--- config.mk ---
export PLATFORM = sky130hd
export DESIGN_NAME = cmd_decoder_mc
export DESIGN_NICKNAME = d
export VERILOG_FILES = /design/src/rtl/cmd_decoder_mc.sv
export SDC_FILE = /design/constraint.sdc
export NUM_CORES = 1
export LEC_CHECK = 0
export CAP_MARGIN = 20
export CORE_MARGIN = 5
export CORE_UTILIZATION = 45
export CTS_CLUSTER_DIAMETER = 40
export DETAILED_ROUTE_END_ITERATION = 12
export GPL_TIMING_DRIVEN = 0
export HOLD_SLACK_MARGIN = 0.06
export PLACE_DENSITY = 0.7
export SETUP_SLACK_MARGIN = 0.2
export SYNTH_ARGS = -nofsm -noshare
export SYNTH_HDL_FRONTEND = slang
export SYNTH_SLANG_ARGS = --single-unit
export TNS_END_PERCENT = 100
--- constraint.sdc ---
create_clock -name clk -period 7.48 [get_ports clk]
set_input_delay 2.244 -clock clk [delete_from_list [all_inputs] [get_ports clk]]
set_output_delay 2.244 -clock clk [all_outputs]
set_load 0.05 [all_outputs]
--- src/rtl/cmd_decoder_mc.sv ---
// Transducer command decoder: accepts one parity-protected frame at a time, checks it,
// then applies power/level updates and pulses valid/err/send/receive two cycles after accept.
module cmd_decoder_mc #(
  parameter int NUM_CH       = 4,
  parameter int AMOUNT_WIDTH = 8,
  parameter int LEVEL_MAX    = 2**AMOUNT_WIDTH - 1,
  localparam int CH_W        = (NUM_CH > 1) ? $clog2(NUM_CH) : 1,
  localparam int DATA_WIDTH  = 8 + CH_W + AMOUNT_WIDTH
) (
  input  logic                           clk,
  input  logic                           rst_n,
  input  logic                           in_valid,
  output logic                           in_ready,
  input  logic [DATA_WIDTH-1:0]          received_data,
  output logic                           valid,
  output logic                           err,
  output logic                           send,
  output logic                           receive,
  output logic [CH_W-1:0]                ch_out,
  output logic [NUM_CH-1:0]              on,
  output logic [NUM_CH*AMOUNT_WIDTH-1:0] level,
  output logic [7:0]                     err_cnt
);

  // Handshake: a frame transfers on a rising edge where in_valid and in_ready are both 1;
  // in_ready is high only in IDLE, so in_valid during DECODE/EXEC is left pending upstream.

  typedef enum logic [1:0] {
    IDLE   = 2'd0,
    DECODE = 2'd1,
    EXEC   = 2'd2
  } state_t;

  localparam logic [CH_W:0]           NUM_CH_L = (CH_W + 1)'(NUM_CH);
  localparam logic [AMOUNT_WIDTH:0]   LMAX_W   = (AMOUNT_WIDTH + 1)'(LEVEL_MAX);
  localparam logic [AMOUNT_WIDTH-1:0] LMAX     = AMOUNT_WIDTH'(LEVEL_MAX);

  state_t                  state;
  logic [DATA_WIDTH-1:0]   frame_q;
  logic                    illegal_q;

  logic [1:0]              f_pwr;
  logic [1:0]              f_lop;
  logic                    f_rx;
  logic                    f_tx;
  logic                    f_ex;
  logic [CH_W-1:0]         f_ch;
  logic [AMOUNT_WIDTH-1:0] f_amt;

  assign f_pwr = frame_q[1:0];
  assign f_lop = frame_q[3:2];
  assign f_rx  = frame_q[4];
  assign f_tx  = frame_q[5];
  assign f_ex  = frame_q[6];
  assign f_ch  = frame_q[7 +: CH_W];
  assign f_amt = frame_q[7 + CH_W +: AMOUNT_WIDTH];

  logic                    illegal_c;
  logic                    cur_on;
  logic [AMOUNT_WIDTH-1:0] cur_lvl;
  logic                    on_after;
  logic                    act;
  logic [AMOUNT_WIDTH:0]   sum;
  logic [AMOUNT_WIDTH-1:0] new_lvl;

  always_comb begin
    illegal_c = (^frame_q) || (f_pwr == 2'b11) || (f_ex && (f_lop == 2'b11)) ||
                ({1'b0, f_ch} >= NUM_CH_L);

    cur_on  = 1'b0;
    cur_lvl = '0;
    for (int i = 0; i < NUM_CH; i++) begin
      if (CH_W'(i) == f_ch) begin
        cur_on  = on[i];
        cur_lvl = level[i*AMOUNT_WIDTH +: AMOUNT_WIDTH];
      end
    end

    // The power op takes effect first; the level op and bursts see the resulting state.
    on_after = cur_on;
    if (f_pwr == 2'b01) on_after = 1'b1;
    else if (f_pwr == 2'b10) on_after = 1'b0;
    act = f_ex && on_after;

    sum     = {1'b0, cur_lvl} + {1'b0, f_amt};
    new_lvl = cur_lvl;
    if (act && (f_lop == 2'b01)) begin
      new_lvl = (sum > LMAX_W) ? LMAX : sum[AMOUNT_WIDTH-1:0];
    end else if (act && (f_lop == 2'b10)) begin
      new_lvl = (f_amt > cur_lvl) ? '0 : (cur_lvl - f_amt);
    end
  end

  always_ff @(posedge clk) begin
    if (!rst_n) begin
      state     <= IDLE;
      in_ready  <= 1'b0;
      frame_q   <= '0;
      illegal_q <= 1'b0;
      valid     <= 1'b0;
      err       <= 1'b0;
      send      <= 1'b0;
      receive   <= 1'b0;
      ch_out    <= '0;
      on        <= '0;
      level     <= '0;
      err_cnt   <= '0;
    end else begin
      valid   <= 1'b0;
      err     <= 1'b0;
      send    <= 1'b0;
      receive <= 1'b0;
      case (state)
        IDLE: begin
          if (in_valid && in_ready) begin
            frame_q  <= received_data;
            in_ready <= 1'b0;
            state    <= DECODE;
          end else begin
            in_ready <= 1'b1;
          end
        end
        DECODE: begin
          illegal_q <= illegal_c;
          state     <= EXEC;
        end
        EXEC: begin
          ch_out   <= f_ch;
          in_ready <= 1'b1;
          state    <= IDLE;
          if (illegal_q) begin
            err <= 1'b1;
            if (err_cnt != 8'hFF) err_cnt <= err_cnt + 8'd1;
          end else begin
            valid   <= 1'b1;
            send    <= act && f_tx;
            receive <= act && f_rx;
            for (int i = 0; i < NUM_CH; i++) begin
              if (CH_W'(i) == f_ch) begin
                on[i]                                <= on_after;
                level[i*AMOUNT_WIDTH +: AMOUNT_WIDTH] <= new_lvl;
              end
            end
          end
        end
        default: begin
          state    <= IDLE;
          in_ready <= 1'b0;
        end
      endcase
    end
  end

endmodule
### Word-level counts from Yosys, hierarchy flattened

Cells that the tools add are included.

| storage, ports and cells | value |
|---|---|
| input bits | 21 |
| output and inout port bits | 51 |
| logic and storage cells | 79 |
| flip-flop bits (word level) | 72 |

| operators by class | value |
|---|---|
| equal/unequal tests | 13 |
| add/sub/neg operators | 3 |
| bitwise gates (word level) | 3 |
| muxes and demuxes | 20 |
| $lt $le $gt $ge | 2 |
| reductions and logical operators | 20 |

Operators by type and width:

| kind | number |
|---|---|
| 8-bit 2-to-1 mux | 8 |
| 18-bit XOR reduction | 1 |
| 3-bit AND reduction | 5 |
| 2-bit equality test (second input constant) | 5 |
| 8-bit by 8-bit adder with 9-bit output | 1 |
| 9-bit by 8-bit greater-than comparator with 1-bit output (second input constant) | 1 |
| 1-bit 2-to-1 mux | 9 |
| 8-bit by 1-bit adder with 8-bit output (second input constant) | 1 |
| 8-bit greater-than comparator | 1 |
| 8-bit != test (second input constant) | 1 |
| 8-bit subtractor | 1 |
| 1-bit logical AND | 7 |
| 2-bit by 1-bit equality test with 1-bit output (second input constant) | 3 |
| 2-bit equality test (first input constant) | 2 |
| 2-bit logical NOT | 2 |
| 2-bit one-hot mux with 2 select lines | 1 |
| 2-bit AND reduction | 2 |
| 1-bit NOT | 3 |
| 1-bit one-hot mux with 3 select lines | 1 |
| 3-bit OR reduction | 1 |
| 1-bit by 2-bit equality test with 1-bit output (first input constant) | 1 |
| 1-bit logical OR | 2 |
| 2-bit 2-to-1 mux | 1 |
| 2-bit != test (second input constant) | 1 |

### Depth between registers and ports, before layout

| logic depth | value |
|---|---|
| depth after elaboration | 11 |
| gate-level depth with buffers | 12 |
| depth with buffers taken out | 10 |

### Worst setup path before layout

OpenSTA, ideal clock, no wires.

| path | value |
|---|---|
| kind | input -> register |
| start | input port in_valid |
| end | register in_ready |
| setup slack | 3.982 ns |
| arrival time | 3.383 ns |
| path buffers | 2 |
| required time | 7.364 ns |
| setup time | 0.116 ns |
| cell stages on the path | 4 |
| cells stage by stage | or4b_2 > clkbuf_1 > clkbuf_1 > and3_1 |

| on the way | value |
|---|---|
| cells in the longest elaborated chain, start to end | 3 |

Ends and longest elaborated chain:

| item | line | RTL |
|---|---|---|
| from (decl) | 12 | `input logic in_valid,` |
| 1-bit logical AND | 115 | `if (in_valid && in_ready) begin` |
| 1-bit 2-to-1 mux | 115 |  |
| 1-bit one-hot mux with 3 select lines | 113 | `case (state)` |
| to (signal assigned) | 117 | `in_ready <= 1'b0;` |
| to (signal assigned) | 120 | `in_ready <= 1'b1;` |
| to (signal assigned) | 129 | `in_ready <= 1'b1;` |
| to (decl) | 13 | `output logic in_ready,` |

No other way between the ends.
A chain may end at the register's enable or synchronous reset.

### Final worst setup path

| path | value |
|---|---|
| start | input port in_valid |
| end | register frame_q[11] |

| on the way | value |
|---|---|
| cells in the longest elaborated chain, start to end | 2 |

Ends and longest elaborated chain:

| item | line | RTL |
|---|---|---|
| 1-bit logical AND | 115 |  |
| 2-bit AND reduction (no source line) | n/a |  |
| to (signal assigned) | 116 | `frame_q <= received_data;` |
| to (decl) | 39 | `logic [DATA_WIDTH-1:0] frame_q;` |

No other way between the ends.

==> run summary <==
Status -> complete, no violations
VDD IR-drop max -> 0.1148 mV
DR iter-0 viols -> 251
Hold EP -> ch_out[1]$_SDFFE_PN0P_
Layout filler cell count -> 809
Worst setup SP type -> input port
Pwr Total -> 793.9 uW
Fin Clk Skew -> 0.01215 ns
Asr flop ratio synth -> 0%
Crit. End Element -> flop
Post-route non-filler standard cell count -> 648
Part of the cycle the worst path needs -> 52.00%
Initial Utilization -> 46.46%
Max FO, Critical Path -> 10
I/O pin count -> 72
Antenna violations before repair -> 0
CORE AREA -> 8763 um2
Placed Cells -> 631
Setup Viol. Count Final -> 0
Global-route wire length before repair -> 19270 um
Worst endpoint data arrival time -> 4.16 ns
DP HPWL -> 9023 um
Die area -> 11050 um2
Most used flip-flop cell after synthesis -> dfxtp_1
Reg2reg start -> frame_q[7]$_SDFFE_PN0P_
Largest net degree at the start of global routing -> 16
Tot GR Track Use -> 21.54%
Port bufs -> 70
Hold Crit Start -> ch_out[1]$_SDFFE_PN0P_
Vias in the first global route -> 3678
Worst hold path type -> flop to flop
Seq cells post-synth -> 72
Pwr dens -> 155.6 nW/um2
EDFF count, synth -> 0
DR WL/cell -> 18.13 um
CP Class -> input port to flop
Post-Synthesis Cell Area -> 4071 um2
Clk Latency, worst-skew pair -> 0.35 ns
Cts hold-fix bufs -> 0
Worst Reg2Reg Path Length in Cells -> 12
Final net count -> 582
Req. time, crit path -> 7.75 ns
Drt total wl -> 11750 um
Max-Cap Viols -> 0
Syn avg cell area -> 8.988 um2
Leak Pwr -> 1.892 nW
Yosys warns -> 0
Row Count -> 34
Unrepaired setup endpoints after global routing -> false
CTS clock-pin slew for the worst setup and hold paths -> 0.09 ns
Worst slew margin -> 38.27%
Yosys cell types -> 58
H-tree depth -> 3
Longest Clk Path Bufs -> 2
Final GP Congestion -> 0.9039
Grt ovf -> 0
Post-route ant nets -> 0
R2R setup slack -> 3.59 ns
Worst-margin pin slew -> 0.9235 ns
Syn Nets -> 500
DRC viols -> 0
Reg-to-Reg End -> level[6]$_SDFFE_PN0P_
Post-CTS setup buffer count -> 0
FMAX -> 257.1 MHz
Diodes inserted -> 0
Die W -> 105.1 um
Hold Path Depth -> 2
Commonest non-fill, non-tap cells in the layout -> nand2_1, dfxtp_1, clkdlybuf4s50_1, inv_1
Post-CTS Resized -> 0
Root buf cell -> clkbuf_8
Pins Over Slew Limit -> 0
Share of cells above drive strength 1 -> 7.593%
Die height -> 105.1 um
Area Growth Syn to Fin -> 25.29%
Via Count -> 3728
CTS tree -> yes
DR vias/cell -> 5.753
CTS sink cnt -> 72
Setup TNS -> 0 ns
Final Hold Fails -> 0
Syn Inst Count -> 453
TritonCTS Buffers -> 9
First drt pass iteration count -> 5
Minimum clock period -> 3.890 ns
Seq/Total Area, Yosys -> 35.40%
-- cell families (layout without fill, tap and decap cells) --
| family | Yosys count | after routing | share of synthesized area, % |
|---|---|---|---|
| buffers and inverters | 49 | 136 | 5.040 |
| muxes | 10 | 10 | 5.593 |
| and+or+nand+nor | 156 | 156 | 18.59 |
| xor gates and xnor gates | 30 | 30 | 6.454 |
| AOI/OAI and AO/OA | 110 | 110 | 20.56 |
| adders and majority gates | 26 | 26 | 8.359 |
| DFF | 72 | 72 | 35.40 |
-- cell usage after synthesis, types with 2 or more instances --
library cell	instances	area [um2]
buf_2	5	25.02
o22ai_1	6	37.54
nor4_1	3	18.77
nand2b_1	4	25.02
nand2_1	72	270.3
dfxtp_1	72	1441
o31ai_1	8	60.06
a211oi_2	3	37.54
o2111ai_1	2	17.52
clkbuf_1	16	60.06
a21boi_0	24	180.2
a31oi_1	6	37.54
nor2_1	14	52.55
nor2b_1	8	50.05
o21bai_1	3	22.52
buf_6	2	22.52
o211ai_1	5	37.54
xnor2_1	24	210.2
nor3_1	7	35.03
o21ai_0	16	80.08
nand3_1	15	75.07
nand4_1	3	18.77
or2_2	2	12.51
and2_1	12	75.07
o211a_1	4	40.04
fa_1	2	40.04
o32ai_1	8	70.07
ha_1	24	300.3
mux4_1	4	105.1
o31a_1	3	26.28
a21oi_1	8	40.04
o21ai_1	2	10.01
mux4_2	5	112.6
inv_1	25	93.84
and3_1	8	50.05
xor2_1	6	52.55
-- report_power, final --
group	switching (mW)	internal [mW]	total [mW]
logic	0.0601	0.0449	0.105
clock network	0.166	0.126	0.292
registers	0.00701	0.389	0.396
total	0.233	0.561	0.794
-- metrics by stage --
step / hold slack (ns) / cell area [um2] / worst slack (ns) / utilization [%]
after CTS: 0.4784 / 5096 / 3.590 / 58.15
after global routing: 0.5165 / 5101 / 3.369 / 58.21
final: 0.4760 / 5101 / 3.590 / 58.21
after floorplan: 0.4568 / 4071 / 3.982 / -
after global placement: 0.4575 / 4907 / 3.285 / 56.00
after detailed placement: 0.4660 / 4907 / 3.244 / 56.00
-- state kept, by name, indices dropped and copies added, names as in the netlist --
signal,count
on,4
send,1
ch_out,2
state,2
receive,1
level,32
valid,1
err,1
in_ready,1
illegal_q,1
frame_q,18
err_cnt,8
-- final cells by class --
cell class / count / area (um2) / area share [%]
Inverter: 25 / 93.84 / 1.840
Buffer: 24 / 111.4 / 2.183
Multi-Input combinational cell: 332 / 2425 / 47.54
Clock inverter: 7 / 65.06 / 1.275
Sequential cell: 72 / 1441 / 28.26
Clock buffer: 9 / 123.9 / 2.428
Tap cell: 108 / 135.1 / 2.649
Timing Repair Buffer: 71 / 705.7 / 13.83
-- critical path, cell delays in order --
cell	delay, ns
clkdlybuf4s50_1	0.47
nor4b_2	0.75
clkbuf_1	0.42
nand2_1	0.10
a21boi_0	0.17
-- how the worst max path moves through the flow --
stage,start,endpoint,slack [ns],cells past startpoint
detailed placement,in_valid,frame_q[13]$_SDFFE_PN0P_,3.24,5
floorplan,in_valid,in_ready$_SDFFE_PN0P_,3.98,4
global route,in_valid,frame_q[14]$_SDFFE_PN0P_,3.37,5
CTS,in_valid,frame_q[11]$_SDFFE_PN0P_,3.59,5
finish,in_valid,frame_q[11]$_SDFFE_PN0P_,3.59,5
global placement,in_valid,frame_q[14]$_SDFFE_PN0P_,3.28,5
-- metal layers --
metal  global-route usage, %  wire length [um]  up-vias
met5                       0                 0        -
met4                   6.027               165        0
met3                   2.898               620       20
met2                   35.70              5660      119
met1                   29.37              5299     1812
li1                        -                 -     1777
(Power assumes the default switching activity.)
